`config.mk`:
```
export PLATFORM = sky130hd
export DESIGN_NAME = shift_cmd_sequencer
export DESIGN_NICKNAME = d
export VERILOG_FILES = /design/src/rtl/shift_cmd_sequencer.sv
export SDC_FILE = /design/constraint.sdc
export NUM_CORES = 1
export LEC_CHECK = 0
export CAP_MARGIN = 20
export CORE_ASPECT_RATIO = 0.6
export CORE_MARGIN = 1.5
export CORE_UTILIZATION = 24
export CTS_CLUSTER_DIAMETER = 100
export DETAILED_ROUTE_END_ITERATION = 8
export GPL_TIMING_DRIVEN = 0
export SLEW_MARGIN = 10
export SYNTH_ARGS = -nofsm -noshare
export SYNTH_HDL_FRONTEND = slang
export SYNTH_SLANG_ARGS = --single-unit
export TNS_END_PERCENT = 30
```
`constraint.sdc`:
```
create_clock -name clk -period 4.05 [get_ports clk]
set_input_delay 1.0125 -clock clk [delete_from_list [all_inputs] [get_ports clk]]
set_output_delay 1.0125 -clock clk [all_outputs]
set_load 0.02 [all_outputs]
```
`src/rtl/shift_cmd_sequencer.sv`:
```
// Command sequencer for the 8-bit barrel shifter: buffers {op,amt,data,rep}
// commands in a small FIFO and replays each one (rep+1) times on sh_c/sh_s/sh_i.
module shift_cmd_sequencer #(
    parameter int DEPTH = 4,
    parameter int PTR_W = 2
) (
    input  logic       clk,
    input  logic       rst,
    input  logic       cmd_valid,
    output logic       cmd_ready,
    input  logic [1:0] cmd_op,
    input  logic [2:0] cmd_amt,
    input  logic [7:0] cmd_data,
    input  logic [2:0] cmd_rep,
    output logic [1:0] sh_c,
    output logic [2:0] sh_s,
    output logic [7:0] sh_i,
    output logic       done,
    output logic       busy
);
    typedef enum logic {IDLE, ISSUE} state_t;

    typedef struct packed {
        logic [1:0] op;
        logic [2:0] amt;
        logic [7:0] data;
        logic [2:0] rep;
    } cmd_t;

    cmd_t             mem_q [DEPTH];
    logic [PTR_W-1:0] wr_ptr_q, rd_ptr_q;
    logic [PTR_W:0]   count_q, count_d;
    state_t           state_q, state_d;
    logic [2:0]       rem_q, rem_d;
    logic [1:0]       sh_c_q, sh_c_d;
    logic [2:0]       sh_s_q, sh_s_d;
    logic [7:0]       sh_i_q, sh_i_d;
    logic             done_q, done_d;
    logic             busy_q, busy_d;
    logic             push, pop, full, empty;
    cmd_t             head;

    assign full      = (count_q == (PTR_W+1)'(DEPTH));
    assign empty     = (count_q == '0);
    assign cmd_ready = !full;
    assign push      = cmd_valid && !full;
    assign head      = mem_q[rd_ptr_q];

    assign sh_c = sh_c_q;
    assign sh_s = sh_s_q;
    assign sh_i = sh_i_q;
    assign done = done_q;
    assign busy = busy_q;

    always_comb begin
        state_d = state_q;
        rem_d   = rem_q;
        sh_c_d  = sh_c_q;
        sh_s_d  = sh_s_q;
        sh_i_d  = sh_i_q;
        done_d  = done_q;
        pop     = 1'b0;
        case (state_q)
            IDLE: begin
                if (empty) begin
                    sh_c_d = 2'b00;
                    done_d = 1'b0;
                end else begin
                    pop = 1'b1;
                end
            end
            ISSUE: begin
                if (rem_q != 3'd0) begin
                    rem_d  = rem_q - 3'd1;
                    done_d = (rem_q == 3'd1);
                end else if (!empty) begin
                    pop = 1'b1;
                end else begin
                    sh_c_d  = 2'b00;
                    done_d  = 1'b0;
                    state_d = IDLE;
                end
            end
            default: state_d = IDLE;
        endcase
        // A pop loads the head straight onto the shifter controls, so
        // consecutive commands run with no idle cycle between them.
        if (pop) begin
            sh_c_d  = head.op;
            sh_s_d  = head.amt;
            sh_i_d  = head.data;
            rem_d   = head.rep;
            done_d  = (head.rep == 3'd0);
            state_d = ISSUE;
        end
        count_d = count_q;
        if (push && !pop)      count_d = count_q + 1'b1;
        else if (!push && pop) count_d = count_q - 1'b1;
        busy_d = (state_d == ISSUE) || (count_d != '0);
    end

    always_ff @(posedge clk) begin
        if (push) mem_q[wr_ptr_q] <= '{op: cmd_op, amt: cmd_amt, data: cmd_data, rep: cmd_rep};
    end

    always_ff @(posedge clk) begin
        if (rst) begin
            wr_ptr_q <= '0;
            rd_ptr_q <= '0;
            count_q  <= '0;
            state_q  <= IDLE;
            rem_q    <= 3'd0;
            sh_c_q   <= 2'b00;
            sh_s_q   <= 3'd0;
            sh_i_q   <= 8'd0;
            done_q   <= 1'b0;
            busy_q   <= 1'b0;
        end else begin
            if (push) wr_ptr_q <= wr_ptr_q + 1'b1;
            if (pop)  rd_ptr_q <= rd_ptr_q + 1'b1;
            count_q <= count_d;
            state_q <= state_d;
            rem_q   <= rem_d;
            sh_c_q  <= sh_c_d;
            sh_s_q  <= sh_s_d;
            sh_i_q  <= sh_i_d;
            done_q  <= done_d;
            busy_q  <= busy_d;
        end
    end
endmodule

```
==> metrics <==
outcome=finished clean; Setup crit start kind=input port; routability cong.=0.6938; Slew headroom=42.45%; Fmax achieved=324.9 MHz; crit path DAT=3030 ps; XOR/XNOR Fraction of Synth Area=1.466%; CP Class=in2reg; buffers and inverters on the worst path=2; post-synth net total=263; met2 WL=3.090 mm; Pleak=1.467 nW; I/O pins=35; post-DP HPWL=4.835 mm; Cell Chain, Critical Path=clkdlybuf4s50_1 > a21boi_0 > clkbuf_1 > and2_1; top sig layer=met5; Area after DPL=4161 µm²; DIE HEIGHT=97.65 µm; clk_lat worst skew=330 ps; postcts setup bufs=0; clock buffer depth=2; Final #Nets=307; pwr dens=708.0 nW/µm²; Max rail drop VDD=0.0002097 V; Die ar.=15700 µm²; area of the multi-input gates=1025 µm²; storage element area=2482 µm²; Synth Area per Inst=15.31 µm²; final wirelength=6.854 mm; commonest non-fill, non-tap cell in the layout=edfxtp_1; Mapped Cells=234; CORE AREA=14550 µm²; final core utilization=30.85%; Post-Synth Adder-Cell Area=3.492%; worst path required time=4010 ps; total negative slack=0 ps; critical path depth in cells=4; WHS Path Cells=2; GRT overflow=0; mux cell area share after synthesis=10.65%; Port-buffer cells=33; Synth Area in Compound Gates=5.936%; die width=160.8 µm; minimum clock period=3078 ps; WL met1=3.298 mm; post-cts sizing count=0; Hold WC Path Type=reg2reg; Fin. Hold Viols=0; Finish-stage setup viols=0; post-detailed-route wirelength per cell=14.22 µm; initial antenna violation count=2; Slew Viols, Final=0; number of iterations in the first detailed-routing pass=4; cts bufs inserted=9; main combinational cell family by area after synthesis=multiplexers; # H-tree levels=3; TritonCTS clock tree=yes; cell family with most CP delay=buffers and inverters; clk_skew=5.274 ps; drc violations=0; post-route cell area=4488 µm²; CTS root buffer=clkbuf_16; Worst-path clk slew=60 ps; Slew @ Worst Pin=863.3 ps; cells on worst reg2reg path=5; starting density of the core=24.63%; RSZ-0062 raised after global routing=no; DR vias=1974; R2R Setup Slk=1420 ps; most frequent cells in the layout=edfxtp_1, clkdlybuf4s50_1, nand2_1; detailed router's first-iteration violation count=103; number of global-route vias before repair=2025; Netlist cell types=31; pin count of the biggest net entering global routing=17; first-pass GRT wire length=11.01 mm; post-synth design cell area=3583 µm²; Setup crit end kind=flop; gr usage total=9.432%; Seq/Total Area, Yosys=69.27%; fin crit share=75.99%; synthesis-to-finish area growth=25.24%; Worst Path Max Fanout=16; simple-gate area share of the yosys netlist=7.053%; worst setup margin=972.2 ps; Critical Path Max Stage Delay=760 ps; vias per cell=4.095; Layout fillers=1452; fraction of layout cells with a size suffix above 1=11.31%; #FFs+latches synth=92; Tot Pwr=3.178 mW; clock sinks=92; FP Rows=34; post-route ant nets=0; cts hold-fix bufs=0; maxcap violations=0; slowest stage cell, crit path=and2_1; Yosys warning count=0; dpl ws=558.7 ps; metal3 WL=369 µm
==> tightest hold or removal path: cells and delay by family (launching register included) <==
family             cells  cell delay, ps
and+or+nand+nor        1              50
DFF                    1             310
AOI/OAI and AO/OA      1              50
==> layout make-up <==
cell class | count | area share [%]
diodes | 1 | 0.05576
plain buffers | 12 | 1.199
clock buffers | 9 | 5.018
clock inverters | 7 | 2.202
inverters | 6 | 0.5018
multi-input cells | 124 | 22.83
flip-flops and latches | 92 | 55.31
well taps | 198 | 5.520
repair buffers | 33 | 7.360
==> flip-flops by register name, summed over array words and instances (netlist names), named ones only <==
signal	count
wr_ptr_q	2
rd_ptr_q	2
state_q	1
done	1
sh_i	8
busy	1
rem_q	3
sh_c	2
mem_q	64
sh_s	3
count_q	3
==> kinds of logic after synthesis <==
| logic type | after synthesis |
|---|---|
| flops | 92 |
| simple gates | 57 |
| compound gates | 34 |
| buf+inv | 18 |
| mux | 17 |
| fa+ha+maj | 10 |
| xor+xnor | 6 |
==> metrics by stage <==
stage | hold slack [ps] | std cells
global route | 490.6 | 481
finish | 458.8 | 482
detailed placement | 453.8 | 465
floorplan | 444.2 | 234
CTS | 462.8 | 481
global placement | 446.3 | 465
==> cell usage after synthesis, drive strengths merged <==
cell type	n	area [µm²]
a21boi	1	7.510
ha	10	125.1
o31ai	1	7.510
clkbuf	10	37.54
a41o	1	10.01
buf	2	16.26
a2111oi	1	8.760
mux4	16	371.6
a21oi	17	88.84
xnor2	5	43.79
edfxtp	64	1922
a22oi	2	15.01
nand2	30	112.6
mux2i	1	10.01
inv	6	22.52
a211oi	3	22.52
xor2	1	8.760
a31oi	1	6.260
and2	5	31.28
or4	1	7.510
nor2	13	48.80
nand3b	2	15.01
o21ai	4	20.02
a221oi	2	17.52
dfxtp	28	560.5
nand2b	3	18.77
a41oi	1	8.760
nor2b	3	18.77
==> final timing paths <==
| kind | start | endpoint |
|---|---|---|
| max | cmd_valid | mem_q[0][5] |
| min | sh_i[1] | sh_i[1] |
| max reg2reg | count_q[1] | mem_q[0][5] |
| min reg2reg | sh_i[1] | sh_i[1] |
==> power by group <==
part / switching [mW] / leakage, nW / total [mW] / internal (mW)
Combinational: 0.577 / 0.505 / 1.02 / 0.442
Sequential: 0.0873 / 0.818 / 1.28 / 1.19
Clock: 0.337 / 0.144 / 0.879 / 0.542
==> routing by layer <==
layer / global-route usage (%) / vias to the layer above
li1: - / 961
met1: 12.27 / 964
met2: 14.09 / 39
met3: 3.628 / 8
met4: 3.775 / 2
met5: 0 / -
(Power assumes the default switching activity.)
